==> src/rtl/bcd_to_bin_32_if.sv <==
// Handshake bundle for the BCD-to-binary converter.
// master drives the BCD word and result-ready; slave returns result, flags and valids.
interface bcd_to_bin_32_if;
  logic [39:0] bcd_data_i;
  logic        bcd_data_valid_i;
  logic        bcd_redy_o;
  logic [31:0] bin_data_o;
  logic        bin_ovf_o;
  logic        bcd_err_o;
  logic        bin_data_valid_o;
  logic        bin_redy_i;

  modport master (
    output bcd_data_i,
    output bcd_data_valid_i,
    output bin_redy_i,
    input  bcd_redy_o,
    input  bin_data_o,
    input  bin_ovf_o,
    input  bcd_err_o,
    input  bin_data_valid_o
  );

  modport slave (
    input  bcd_data_i,
    input  bcd_data_valid_i,
    input  bin_redy_i,
    output bcd_redy_o,
    output bin_data_o,
    output bin_ovf_o,
    output bcd_err_o,
    output bin_data_valid_o
  );
endinterface

==> src/rtl/bcd_to_bin_32.sv <==
// Iterative 10-digit BCD to 32-bit binary converter (reverse double-dabble).
// Ports: clk_i, rstn_i (async low), bus = slave side of bcd_to_bin_32_if.
module bcd_to_bin_32 (
  input  logic             clk_i,
  input  logic             rstn_i,
  bcd_to_bin_32_if.slave   bus
);

  typedef enum logic [1:0] {
    IDLE     = 2'b00,
    CONVERT  = 2'b01,
    COMPLETE = 2'b10
  } state_e;

  state_e      state_q, state_d;
  logic [39:0] bcd_q, bcd_d;
  logic [33:0] bin_q, bin_d;
  logic [5:0]  cnt_q, cnt_d;
  logic        err_q, err_d;
  logic        redy;
  logic        accept;

  // Digits that were >=8 after the right shift held >=16 before it;
  // subtracting 3 undoes the decimal carry that the shift split.
  function automatic logic [39:0] adjust(input logic [39:0] v);
    logic [39:0] r;
    r = v;
    for (int k = 0; k < 10; k++) begin
      if (v[4*k+3]) r[4*k +: 4] = v[4*k +: 4] - 4'd3;
    end
    return r;
  endfunction

  function automatic logic bad_digit(input logic [39:0] v);
    logic b;
    b = 1'b0;
    for (int k = 0; k < 10; k++) begin
      b = b | (v[4*k+3] & (v[4*k+2] | v[4*k+1]));
    end
    return b;
  endfunction

  assign redy   = (state_q == IDLE) && rstn_i;
  assign accept = redy && bus.bcd_data_valid_i;

  always_comb begin
    state_d = state_q;
    bcd_d   = bcd_q;
    bin_d   = bin_q;
    cnt_d   = cnt_q;
    err_d   = err_q;
    unique case (state_q)
      IDLE: begin
        if (accept) begin
          bcd_d   = bus.bcd_data_i;
          bin_d   = '0;
          cnt_d   = '0;
          err_d   = bad_digit(bus.bcd_data_i);
          state_d = err_d ? COMPLETE : CONVERT;
        end
      end
      CONVERT: begin
        bin_d = {bcd_q[0], bin_q[33:1]};
        bcd_d = adjust({1'b0, bcd_q[39:1]});
        cnt_d = cnt_q + 6'd1;
        if (cnt_q == 6'd33) state_d = COMPLETE;
      end
      COMPLETE: begin
        if (bus.bin_redy_i) state_d = IDLE;
      end
      default: state_d = IDLE;
    endcase
  end

  always_ff @(posedge clk_i or negedge rstn_i) begin
    if (!rstn_i) begin
      state_q <= IDLE;
      bcd_q   <= '0;
      bin_q   <= '0;
      cnt_q   <= '0;
      err_q   <= 1'b0;
    end else begin
      state_q <= state_d;
      bcd_q   <= bcd_d;
      bin_q   <= bin_d;
      cnt_q   <= cnt_d;
      err_q   <= err_d;
    end
  end

  assign bus.bcd_redy_o       = redy;
  assign bus.bin_data_o       = bin_q[31:0];
  assign bus.bin_ovf_o        = |bin_q[33:32];
  assign bus.bcd_err_o        = err_q;
  assign bus.bin_data_valid_o = (state_q == COMPLETE);

endmodule
==> src/flat_wrapper.sv <==
// flat-port wrapper written by rule: the top's interface ports become plain ports
module bcd_to_bin_32_flat 
  (clk_i, rstn_i, bus_bcd_data_i, bus_bcd_data_valid_i, bus_bin_redy_i, bus_bcd_redy_o, bus_bin_data_o, bus_bin_ovf_o, bus_bcd_err_o, bus_bin_data_valid_o);
  bcd_to_bin_32_if bus_i ();
  input  logic clk_i;
  input  logic rstn_i;
  input wire logic [$bits(bus_i.bcd_data_i)-1:0] bus_bcd_data_i;
  input wire logic [$bits(bus_i.bcd_data_valid_i)-1:0] bus_bcd_data_valid_i;
  input wire logic [$bits(bus_i.bin_redy_i)-1:0] bus_bin_redy_i;
  output wire logic [$bits(bus_i.bcd_redy_o)-1:0] bus_bcd_redy_o;
  output wire logic [$bits(bus_i.bin_data_o)-1:0] bus_bin_data_o;
  output wire logic [$bits(bus_i.bin_ovf_o)-1:0] bus_bin_ovf_o;
  output wire logic [$bits(bus_i.bcd_err_o)-1:0] bus_bcd_err_o;
  output wire logic [$bits(bus_i.bin_data_valid_o)-1:0] bus_bin_data_valid_o;
  assign bus_i.bcd_data_i = bus_bcd_data_i;
  assign bus_i.bcd_data_valid_i = bus_bcd_data_valid_i;
  assign bus_i.bin_redy_i = bus_bin_redy_i;
  assign bus_bcd_redy_o = bus_i.bcd_redy_o;
  assign bus_bin_data_o = bus_i.bin_data_o;
  assign bus_bin_ovf_o = bus_i.bin_ovf_o;
  assign bus_bcd_err_o = bus_i.bcd_err_o;
  assign bus_bin_data_valid_o = bus_i.bin_data_valid_o;
  bcd_to_bin_32 u_core (.clk_i(clk_i), .rstn_i(rstn_i), .bus(bus_i));
endmodule
==> config.mk <==
export PLATFORM = sky130hd
export DESIGN_NAME = bcd_to_bin_32_flat
export DESIGN_NICKNAME = d
export VERILOG_FILES = /design/src/rtl/bcd_to_bin_32_if.sv /design/src/rtl/bcd_to_bin_32.sv /design/src/flat_wrapper.sv
export SDC_FILE = /design/constraint.sdc
export NUM_CORES = 1
export LEC_CHECK = 0
export CORE_UTILIZATION = 56
export CTS_CLUSTER_DIAMETER = 40
export DETAILED_ROUTE_END_ITERATION = 8
export HOLD_SLACK_MARGIN = 0.06
export PLACE_DENSITY_LB_ADDON = 0.2
export SETUP_SLACK_MARGIN = 0.4
export SLEW_MARGIN = 25
export SYNTH_ARGS = -nofsm -noshare
export SYNTH_HDL_FRONTEND = slang
export SYNTH_SLANG_ARGS = --single-unit
==> constraint.sdc <==
create_clock -name clk_i -period 3.4 [get_ports clk_i]
set_input_delay 0.68 -clock clk_i [delete_from_list [all_inputs] [get_ports clk_i]]
set_output_delay 0.68 -clock clk_i [all_outputs]
set_load 0.03 [all_outputs]
Word-level counts from Yosys, hierarchy flattened
Index checks and enable logic that the tools add are counted.
Cells by class
  add/sub/neg operators: 10
  equality and inequality tests: 6
  mux-type cells: 20
  bitwise operators: 29
  reductions and logical operators: 8
Operator list (number)
  40-bit one-hot mux with 2 select lines: 1
  34-bit one-hot mux with 2 select lines: 1
  40-bit two-way mux: 1
  4-bit two-way mux: 9
  4-bit by 2-bit subtractor with 4-bit output (second input constant): 9
  34-bit two-way mux: 1
  1-bit OR: 19
  6-bit one-hot mux with 2 select lines: 1
  1-bit AND: 10
  2-bit two-way mux: 4
  6-bit by 1-bit adder with 6-bit output (second input constant): 1
  6-bit == test (second input constant): 1
  6-bit two-way mux: 1
  2-bit one-hot mux with 3 select lines: 1
  2-bit by 1-bit != test with 1-bit output (second input constant): 2
  2-bit AND reduction: 2
  3-bit AND reduction: 1
  2-bit by 1-bit == test with 1-bit output (second input constant): 1
  2-bit == test (second input constant): 1
  1-bit logical AND: 2
  2-bit zero test: 1
  2-bit != test (second input constant): 1
  2-bit nonzero test: 1
  2-bit OR reduction: 1
Word-level totals
  flip-flop bits (word level): 83
  input port bits: 44
  output and inout port bits: 36
  logic and storage cells: 78

Logic depth before layout (Yosys ltp)
Gate-level depths: netlist of run 1.
  depth in word-level cells: 14
  gate-level depth with buffers: 6

Worst setup path after synthesis of run 1
Ideal clock, no wire load.
  path kind: input to output
  start: in rstn_i
  end: out bus_bcd_redy_o
  arrival time: 1.411 ns
  data required time: 2.720 ns
  slack: 1.309 ns
  cell stages on the path: 1
  path through: nor3b_1
On the way
  longest elaborated chain between the ends: 1
Ends and longest elaborated chain
  from (decl): line flat_wrapper.sv:6  | input logic rstn_i;
  1-bit logical AND: line bcd_to_bin_32.sv:43  | assign redy = (state_q == IDLE) && rstn_i;
  to (decl): line flat_wrapper.sv:10  | output wire logic [$bits(bus_i.bcd_redy_o)-1:0] bus_bcd_redy_o;
Every way passes these cells.

Final worst setup path of run 1
Same ends and word-level chain as after synthesis.

==> run summary, run 1 <==
dpl cells: 541
Sw Pwr: 0.0007244 W
PnR Total Power: 0.002420 W
DR DRC count: 0
worst r2r dst: u_core.bcd_q[23]$_DFFE_PN0P_
mean cell area of the mapped netlist: 10.07 µm²
largest area contributor in the netlist: dfrtp_1
core area: 7214 µm²
Sw Share: 29.93%
Post-synth EDFFs: 0
Cell Area, Placed: 4770 µm²
CTS clk-pin slew, worst paths: 0.08 ns
share of layout cells above drive strength 1: 6.332%
antenna violations before repair: 0
Max Cap Violations: 0
Main synth FF type: dfrtp_1
Synth Area in Adders: 3.316%
Cell Area, Synth: 4150 µm²
TritonCTS clock tree: yes
H-Tree Depth: 3
Setup TNS: 0 ns
Seq pwr share: 52.6%
num rows: 31
HPWL after DPL: 5.741 mm
Synth Register Bits: 83
Synth top cells by count: 83 x dfrtp_1, 58 x nand2_1, 34 x a22o_1, 33 x buf_4, 33 x o21ai_0
Setup crit end kind: output port
CP max stage cell: clkdlybuf4s50_1
most frequent cell after synthesis: dfrtp_1
post-CTS sizing: 0
PortBufs: 79
Cells after Synth: 412
gr ovfl total: 0
Layout area overhead: 19.26%
final setup violation count: 0
Startpoint Class: input pin
Setup CP Type: in2out
Via-to-Cell Ratio: 5.680
last element of the critical path: bus_bcd_redy_o
class of the worst hold path: in2async
syn_nets: 467
via count: 3164
Clock Path Buffers: 2
Yosys top cell area share: 50.05%
final core occ: 68.61%
synth top area cells: dfrtp_1 50%, a22o_1 7.2%, buf_4 6.0%, nand2_1 5.2%, o21ai_0 4.0%
CTS sink count: 83
Gate power share: 20.9%
Final period util: 77.66%
first-pass GRT wire length: 14.28 mm
Clock Skews: 0.01075 ns
critical-path cell list: buf_4 > nor3b_1 > clkdlybuf4s50_1
Synth Area in Compound Gates: 19.57%
WL/cell: 15.29 µm
Routed Wire Length: 8.515 mm
CP startpoint: rstn_i
RR Startpoint: u_core.state_q[1]$_DFFE_PN0P_
fin cells: 557
nets: 508
Hold-fix buffers, CTS: 0
routability cong.: 0.7749
CTS root buf: clkbuf_8
worst skew pair latency: 0.34 ns
crit-path max FO: 27
Tmin final: 2.641 ns
Distinct cells, synth: 33
number of synthesis warnings: 0
DR pass1 iterations: 5
status: finished clean
gr usage total: 24.00%
asr flop ratio synth: 100.0%
Internal Power: 0.001696 W
vias in the first global route: 3006
flop-to-flop setup slack: 1.46 ns
RSZ-0062 raised after global routing: no
Post-Synth XOR/XNOR Area: 3.799%
Lkg Pwr: 2.172 nW
Slew Limit Fails: 0
DRT antenna net count: 0
CP peak stage delay: 0.71 ns
mux cell area share after synthesis: 2.412%
Die Width: 88.09 µm
largest net degree at the start of global routing: 61
Worst Tran Pin Value: 0.7425 ns
die area: 7759 µm²
post-route cell area: 4950 µm²
CTS Buf Count: 9
IO Pins: 80
Clock Power Share: 26.4%
drt initial violations: 152
number of buffers added for setup after CTS: 0
largest family of logic cells by synthesized area: compound AO/OA/AOI/OAI gates
sequential area share after synthesis: 50.05%
R2R cell count: 5
Buffers & Inverters on Critical Path: 2
pwr/cell area: 488.9 nW/µm²
Fillers: 598
Chip Height: 88.09 µm
Worst EP arrival: 1.96 ns
antenna diode count: 0
peak supply drop: 0.0002496 V
Achievable Freq: 0.3787 GHz
Starting Density: 57.53%
Critical Path Stages: 3
slew margin rel.: 50.50%
CP required: 2.72 ns
Final Hold Vio Count: 0
Synth Area in Simple Gates: 12.03%
Crit path max-delay family: buffers and inverters
## logic make-up (layout without fill, tap and decap cells)
| logic type | Yosys count | in the layout |
|---|---|---|
| AOI/OAI and AO/OA | 121 | 121 |
| xor gates and xnor gates | 18 | 18 |
| adders and majority gates | 11 | 11 |
| buffers and inverters | 59 | 105 |
| DFF | 83 | 83 |
| muxes | 10 | 10 |
| and+or+nand+nor | 110 | 110 |
## per-stage QoR
step	hold slack (ns)	worst slack (ns)
6_report	0.2368	0.7595
5_1_grt	0.2400	0.6422
4_1_cts	0.2383	0.7339
3_5_place_dp	0.4664	0.7462
3_3_place_gp	0.4657	0.7820
2_1_floorplan	0.3844	1.309
## how the worst min path moves through the flow
stage                                      from                           end  slack, ns  cells past startpoint
floorplan                                rstn_i   u_core.bcd_q[0]$_DFFE_PN0P_       0.38                      0
global placement    u_core.cnt_q[5]$_DFFE_PN0P_   u_core.cnt_q[5]$_DFFE_PN0P_       0.47                      1
detailed placement  u_core.cnt_q[5]$_DFFE_PN0P_   u_core.cnt_q[5]$_DFFE_PN0P_       0.47                      1
CTS                                      rstn_i  u_core.bcd_q[18]$_DFFE_PN0P_       0.24                      1
global route                             rstn_i  u_core.bcd_q[15]$_DFFE_PN0P_       0.24                      1
finish                                   rstn_i  u_core.bcd_q[15]$_DFFE_PN0P_       0.24                      1
## layer usage
metal  vias to the layer above  wire length [µm]  GRT usage [%]
met4                         0               131          9.971
met5                         -                 0              0
li1                       1515                 -              -
met2                        88              4193          38.48
met1                      1548              3765          32.17
met3                        13               424          4.618
## layout by cell type, fill, tap and decap left out, types with 2 or more instances in the layout
| cell | n |
|---|---|
| a21oi_1 | 20 |
| a221o_1 | 5 |
| a22o_1 | 34 |
| a22oi_1 | 13 |
| a31oi_1 | 10 |
| buf_4 | 9 |
| clkbuf_8 | 11 |
| clkdlybuf4s50_1 | 78 |
| clkinv_2 | 2 |
| clkinvlp_4 | 2 |
| dfrtp_1 | 83 |
| ha_1 | 11 |
| inv_1 | 2 |
| mux2i_1 | 10 |
| nand2_1 | 58 |
| nand2b_1 | 2 |
| nand3_1 | 2 |
| nand4_1 | 4 |
| nor2_1 | 24 |
| nor2b_1 | 9 |
| o21ai_0 | 33 |
| o22ai_1 | 5 |
| xnor2_1 | 14 |
| xor2_1 | 4 |
## worst reg2reg max path: stages, from the launching register on
cell and delay (ns):
dfrtp_1 0.42, and2b_2 0.61, buf_4 0.45, nand2_1 0.12, a21oi_1 0.17, a31oi_1 0.05
## state kept, by name, summed over array words and instances, names as in the netlist
register / flops
u_core.cnt_q: 6
u_core.bin_q: 34
u_core.bus.bcd_err_o: 1
u_core.bcd_q: 40
u_core.state_q: 2
## cell type report
cell class,instances,area (µm²),area share (%)
Timing Repair Buffer,87,848.3,17.14
Clock inverter,4,25.02,0.5056
Multi-Input combinational cell,270,1713,34.61
Inverter,2,7.507,0.1517
Tap cell,99,123.9,2.503
Clock buffer,12,155.1,3.134
Sequential cell,83,2077,41.96
## power by group through the flow
stage | logic [W] | registers, W | clock network [W]
after floorplan | 0.000361 | 0.00125 | 0
after global placement | 0.000483 | 0.00128 | 0
after detailed placement | 0.000511 | 0.00129 | 0
after CTS | 0.000514 | 0.00127 | 0.000659
after global routing | 0.000577 | 0.00130 | 0.000702
final | 0.000507 | 0.00127 | 0.000639
No activity file was read; power rests on OpenSTA's default activity.
==> inputs of run 2 (changes only) <==
--- a/config.mk
+++ b/config.mk
@@ -5,7 +5,7 @@
 export SDC_FILE = /design/constraint.sdc
 export NUM_CORES = 1
 export LEC_CHECK = 0
-export CORE_UTILIZATION = 56
+export CORE_UTILIZATION = 47
 export CTS_CLUSTER_DIAMETER = 40
 export DETAILED_ROUTE_END_ITERATION = 8
 export HOLD_SLACK_MARGIN = 0.06
==> constraint.sdc (replaced) <==
create_clock -name clk_i -period 2.3 [get_ports clk_i]
set_input_delay 0.46 -clock clk_i [delete_from_list [all_inputs] [get_ports clk_i]]
set_output_delay 0.46 -clock clk_i [all_outputs]
set_load 0.03 [all_outputs]
==> run 2 against run 1 <==
  * Final cell count increased by 1.8%
  * Non-clock buffer count grew 4
  * Critical path depth down 2
  * Clock skew decreased by 0.0024 ns
  * Cell area is 3.0% higher
  * Clock-buffer cell count is 3 lower
  * Sequential cell count is the same
  * Worst setup slack got worse by 0.29 ns
  * Register-to-register slack worse by 0.76 ns
  * Total power increased by 58%
==> run summary, run 2 (same netlist as run 1, synthesis figures left out) <==
first-pass GRT wire length: 14.69 mm (was 14.28 mm)
final setup violation count: 0 (unchanged)
routability cong.: 0.8070 (was 0.7749)
Chip Height: 95.97 µm (was 88.09 µm)
Routed Wire Length: 8.868 mm (was 8.515 mm)
share of layout cells above drive strength 1: 8.009% (was 6.332%)
CTS sink count: 83 (unchanged)
Fillers: 742 (was 598)
Layout area overhead: 22.79% (was 19.26%)
H-Tree Depth: 3 (unchanged)
CTS Buf Count: 9 (unchanged)
CTS root buf: clkbuf_8 (unchanged)
slew margin rel.: 50.45% (was 50.50%)
Setup TNS: 0 ns (unchanged)
CP peak stage delay: 0.67 ns (was 0.71 ns)
Hold-fix buffers, CTS: 0 (unchanged)
die area: 9210 µm² (was 7759 µm²)
CP startpoint: u_core.bin_q[0]$_DFFE_PN0P_ (was rstn_i)
most frequent cells in the layout: 83 x dfrtp_1, 58 x nand2_1, 43 x clkdlybuf4s50_1 (was 83 x dfrtp_1, 78 x clkdlybuf4s50_1, 58 x nand2_1)
final core occ: 60.80% (was 68.61%)
DR pass1 iterations: 4 (was 5)
commonest non-fill, non-tap cell in the layout: dfrtp_1 (unchanged)
status: finished clean (unchanged)
gr ovfl total: 0 (unchanged)
Final Hold Vio Count: 0 (unchanged)
Via-to-Cell Ratio: 5.649 (was 5.680)
flop-to-flop setup slack: 0.70 ns (was 1.46 ns)
Top reg by flops: u_core.bcd_q (unchanged)
core area: 8382 µm² (was 7214 µm²)
DRT antenna net count: 0 (unchanged)
class of the worst hold path: in2async (unchanged)
Achievable Freq: 0.5454 GHz
Largest regs: u_core.bcd_q: 40 flops, u_core.bin_q: 34 flops, u_core.cnt_q: 6 flops (unchanged)
Max Cap Violations: 0 (unchanged)
Die Width: 95.97 µm (was 88.09 µm)
vias in the first global route: 2968 (was 3006)
WL/cell: 15.64 µm (was 15.29 µm)
Setup crit end kind: output port (unchanged)
drt initial violations: 193 (was 152)
Worst EP arrival: 1.37 ns (was 1.96 ns)
IO Pins: 80 (unchanged)
DR DRC count: 0 (unchanged)
antenna diode count: 0 (unchanged)
Starting Density: 49.51% (was 57.53%)
worst skew pair latency: 0.35 ns (was 0.34 ns)
Setup CP Type: reg2out (was in2out)
pwr/cell area: 748.8 nW/µm² (was 488.9 nW/µm²)
crit-path max FO: 2 (was 27)
antenna violations before repair: 0 (unchanged)
gr usage total: 21.11% (was 24.00%)
Clock Skews: 0.008344 ns (was 0.01075 ns)
Clock Path Buffers: 2 (unchanged)
Final period util: 79.72%
dpl cells: 551 (was 541)
number of buffers added for setup after CTS: 0 (unchanged)
TritonCTS clock tree: yes (unchanged)
CTS clk-pin slew, worst paths: 0.09 ns (was 0.08 ns)
fin cells: 567 (was 557)
CP max stage cell: clkdlybuf4s50_1 (unchanged)
max reg flops: 40 (unchanged)
CP required: 1.84 ns (was 2.72 ns)
nets: 512 (was 508)
via count: 3203 (was 3164)
RR Startpoint: u_core.state_q[1]$_DFFE_PN0P_ (unchanged)
worst r2r dst: u_core.bcd_q[4]$_DFFE_PN0P_ (was u_core.bcd_q[23]$_DFFE_PN0P_)
largest net degree at the start of global routing: 60 (was 61)
HPWL after DPL: 5.929 mm (was 5.741 mm)
peak supply drop: 0.0005417 V (was 0.0002496 V)
critical-path cell list: clkdlybuf4s50_1 (was buf_4 > nor3b_1 > clkdlybuf4s50_1)
RSZ-0062 raised after global routing: no (unchanged)
R2R cell count: 4 (was 5)
Slew Limit Fails: 0 (unchanged)
Buffers & Inverters on Critical Path: 1 (was 2)
Startpoint Class: flip-flop (was input pin)
Crit path max-delay family: buffers and inverters (unchanged)
PortBufs: 79 (unchanged)
Worst Tran Pin Value: 0.7432 ns (was 0.7425 ns)
Tmin final: 1.833 ns
num rows: 33 (was 31)
Lkg Pwr: 2.696 nW (was 2.172 nW)
-- run 2: cell type report --
class                           count  area, µm²  area share (%)
Tap cell                          105      131.4           2.578
Inverter                            2      7.507          0.1473
Multi-Input combinational cell    270       1713           33.61
Clock inverter                      7      100.1           1.964
Sequential cell                    83       2077           40.76
Timing Repair Buffer               91      943.4           18.51
Clock buffer                        9      123.9           2.431
-- run 2: worst max-delay path by stage --
stage                     cells past startpoint                               end  slack, ns
final                                         1                 bus_bin_data_o[0]       0.47
after global routing                          1                 bus_bin_data_o[0]       0.42
after CTS                                     1                bus_bin_data_o[17]       0.40
after detailed placement                      5  u_core.bus.bcd_err_o$_DFFE_PN0P_       0.23
after global placement                        5  u_core.bus.bcd_err_o$_DFFE_PN0P_       0.23
after floorplan                               1                    bus_bcd_redy_o       0.65
-- run 2: power by group --
part / internal [W] / switching (W)
registers: 0.00165 / 0.000228
clock network: 0.000621 / 0.000556
logic: 0.000407 / 0.000350
-- run 2: through the flow --
step / setup WS, ns / hold WS (ns) / total power [W] / area (µm²)
detailed placement: 0.2296 / 0.4715 / 0.002664 / 4830
CTS: 0.4000 / 0.1223 / 0.003847 / 5042
finish: 0.4665 / 0.1259 / 0.003816 / 5096
global route: 0.4150 / 0.1306 / 0.004046 / 5096
global placement: 0.2326 / 0.4655 / 0.002630 / 4830
floorplan: 0.6491 / 0.1644 / 0.002384 / 4150
-- run 2: repair_timing --
action                                  in CTS  in global routing
gates cloned                                 0                  0
resized for setup                           13                 25
endpoints found under the setup margin      11                 24
-- run 2: worst register-to-register path, cell delays in order, from the launching register on --
cell	delay, ns
dfrtp_1	0.43
and2b_2	0.47
nor2_4	0.07
buf_12	0.19
a221o_1	0.33
-- run 2: per-layer routing --
| metal | global-route usage [%] | part of all wire [%] | vias to the layer above | wire length, µm |
|---|---|---|---|---|
| met5 | 0 | 0 | - | 0 |
| met4 | 6.592 | 1.6 | 0 | 143 |
| met3 | 5.608 | 5.6 | 9 | 494 |
| met2 | 32.86 | 46 | 105 | 4069 |
| met1 | 28.77 | 47 | 1572 | 4160 |
| li1 | - | - | 1517 | - |
==> inputs of run 3 (changes only) <==
--- a/config.mk
+++ b/config.mk
@@ -5,7 +5,7 @@
 export SDC_FILE = /design/constraint.sdc
 export NUM_CORES = 1
 export LEC_CHECK = 0
-export CORE_UTILIZATION = 47
+export CORE_UTILIZATION = 52
 export CTS_CLUSTER_DIAMETER = 40
 export DETAILED_ROUTE_END_ITERATION = 8
 export HOLD_SLACK_MARGIN = 0.06
==> constraint.sdc (replaced) <==
create_clock -name clk_i -period 1.8 [get_ports clk_i]
set_input_delay 0.36 -clock clk_i [delete_from_list [all_inputs] [get_ports clk_i]]
set_output_delay 0.36 -clock clk_i [all_outputs]
set_load 0.03 [all_outputs]
==> run 3 against run 2 <==
  * Combinational power is 66% higher
  * Sequential cell count unchanged
  * Via count grew 9.1%
  * Clock skew decreased by 0.00069 ns
  * Register-to-register slack got worse by 0.49 ns
  * Total power increased by 32%
  * Core utilization is 12 points higher
  * Non-clock buffer count rose by 47
  * Critical path depth increased by 4
==> run summary, run 3 (same netlist as run 1, synthesis figures left out) <==
DR DRC count: 0 (unchanged)
PortBufs: 79 (unchanged)
H-Tree Depth: 3 (unchanged)
CTS Buf Count: 9 (unchanged)
Top reg by flops: u_core.bcd_q (unchanged)
antenna diode count: 0 (unchanged)
routability cong.: 0.8378 (was 0.8070)
via count: 3495 (was 3203)
worst skew pair latency: 0.36 ns (was 0.35 ns)
first-pass GRT wire length: 15.14 mm (was 14.69 mm)
Lkg Pwr: 2.658 nW (was 2.696 nW)
Clock Skews: 0.007652 ns (was 0.008344 ns)
final core occ: 73.25% (was 60.80%)
Achievable Freq: 0.6272 GHz
Final period util: 88.58%
Fillers: 509 (was 742)
Cell Area, Placed: 4956 µm² (was 4830 µm²)
max reg flops: 40 (unchanged)
Largest regs: u_core.bcd_q: 40 flops, u_core.bin_q: 34 flops, u_core.cnt_q: 6 flops (unchanged)
nets: 560 (was 512)
Starting Density: 53.71% (was 49.51%)
DR pass1 iterations: 5 (was 4)
antenna violations before repair: 0 (unchanged)
pwr/cell area: 887.8 nW/µm² (was 748.8 nW/µm²)
num rows: 32 (was 33)
IO Pins: 80 (unchanged)
crit-path max FO: 2 (unchanged)
largest net degree at the start of global routing: 46 (was 60)
CTS sink count: 83 (unchanged)
gr ovfl total: 0 (unchanged)
Hold-fix buffers, CTS: 0 (unchanged)
DRT antenna net count: 0 (unchanged)
RSZ-0062 raised after global routing: yes (was no)
PnR Total Power: 0.005025 W (was 0.003816 W)
TritonCTS clock tree: yes (unchanged)
core area: 7727 µm² (was 8382 µm²)
slew margin rel.: 62.75% (was 50.45%)
Die Width: 91.34 µm (was 95.97 µm)
Routed Wire Length: 10.90 mm (was 8.868 mm)
Layout area overhead: 36.39% (was 22.79%)
commonest non-fill, non-tap cell in the layout: dfrtp_1 (unchanged)
die area: 8342 µm² (was 9210 µm²)
Clock Path Buffers: 2 (unchanged)
drt initial violations: 167 (was 193)
CTS clk-pin slew, worst paths: 0.08 ns (was 0.09 ns)
HPWL after DPL: 6.203 mm (was 5.929 mm)
Worst EP arrival: 1.84 ns (was 1.37 ns)
Startpoint Class: input pin (was flip-flop)
Setup crit end kind: flip-flop (was output port)
WL/cell: 17.83 µm (was 15.64 µm)
Slew Limit Fails: 0 (unchanged)
status: finished clean (unchanged)
Setup CP Type: in2reg (was reg2out)
most frequent cells in the layout: 82 x dfrtp_1, 46 x nand2_1, 40 x clkdlybuf4s50_1 (was 83 x dfrtp_1, 58 x nand2_1, 43 x clkdlybuf4s50_1)
Tmin final: 1.594 ns
worst hold slack: 0.1315 ns (was 0.1259 ns)
share of layout cells above drive strength 1: 30.84% (was 8.009%)
CTS root buf: clkbuf_8 (unchanged)
post-route cell area: 5660 µm² (was 5096 µm²)
class of the worst hold path: in2async (unchanged)
gr usage total: 23.23% (was 21.11%)
CP required: 2.04 ns (was 1.84 ns)
Max Cap Violations: 0 (unchanged)
Via-to-Cell Ratio: 5.720 (was 5.649)
vias in the first global route: 3037 (was 2968)
Final Hold Vio Count: 0 (unchanged)
Chip Height: 91.34 µm (was 95.97 µm)
Worst Tran Pin Value: 0.5588 ns (was 0.7432 ns)
peak supply drop: 0.0006637 V (was 0.0005417 V)
final setup violation count: 0 (unchanged)
run 3: cell count changes in the layout (fill, tap and decap cells not counted), moves of 9 or more:
| cell | before | now |
|---|---|---|
| a21oi_1 | 20 | 11 |
| a21oi_2 | 0 | 9 |
| buf_2 | 0 | 33 |
| buf_4 | 12 | 29 |
| buf_6 | 0 | 18 |
| dlygate4sd2_1 | 9 | 0 |
| dlymetal6s2s_1 | 23 | 2 |
| nand2_1 | 58 | 46 |
| o21ai_0 | 33 | 9 |
| o21ai_1 | 0 | 15 |
| o21ai_2 | 0 | 9 |
run 3: layout make-up:
cell class | count | area, µm² | area share (%)
repair buffers | 138 | 1341 | 23.70
flip-flops and latches | 83 | 2078 | 36.72
clock inverters | 5 | 55.05 | 0.9726
inverters | 2 | 7.507 | 0.1326
clock buffers | 10 | 127.6 | 2.255
well taps | 102 | 127.6 | 2.255
multi-input cells | 271 | 1923 | 33.97
run 3: path summary, 6_finish.rpt:
check                                               from  slack (ns)  depth (start not counted)                               end
max in group asynchronous                         rstn_i        0.72                          3     u_core.state_q[1]$_DFFE_PN0P_
hold / removal                                    rstn_i        0.13                          2      u_core.bin_q[20]$_DFFE_PN0P_
hold reg to reg              u_core.cnt_q[5]$_DFFE_PN0P_        0.49                          1       u_core.cnt_q[5]$_DFFE_PN0P_
setup reg to reg           u_core.state_q[0]$_DFFE_PN0P_        0.21                          5      u_core.bcd_q[24]$_DFFE_PN0P_
setup / recovery                       bus_bcd_data_i[9]        0.21                          5  u_core.bus.bcd_err_o$_DFFE_PN0P_
min in group clk_i                    bus_bcd_data_i[26]        0.32                          3      u_core.bcd_q[26]$_DFFE_PN0P_
run 3: worst max-delay path, stage by stage:
cell,delay (ns)
clkdlybuf4s50_1,0.46
o21ai_2,0.21
nand2_1,0.12
or4_4,0.56
o21a_1,0.13
run 3: where the power goes:
part	internal, W	switching (W)
Sequential	0.00211	0.000339
Clock	0.000629	0.000682
Combinational	0.000711	0.000552
run 3: through the flow:
step	setup TNS (ns)	worst slack, ns	cells
2_1_floorplan	0	0.3300	412
3_3_place_gp	-0.4820	-0.1645	563
3_5_place_dp	-0.5737	-0.1827	563
4_1_cts	0	0.2299	580
5_1_grt	0	0.1504	611
6_report	0	0.2056	611
run 3: what timing repair did:
action	CTS	global route
gates resized for setup	184	97
cloned	0	11
endpoints found under the setup margin	118	87
buffers inserted	2	20
pin swaps	1	20
run 3: per-layer routing:
metal  vias up  share of wire (%)  global-route usage (%)
li1       1613                  -                       -
met1      1778                 45                   33.46
met2        89                 50                   34.66
met3        15                3.8                   4.858
met4         0                1.7                   8.598
met5         -                  0                       0
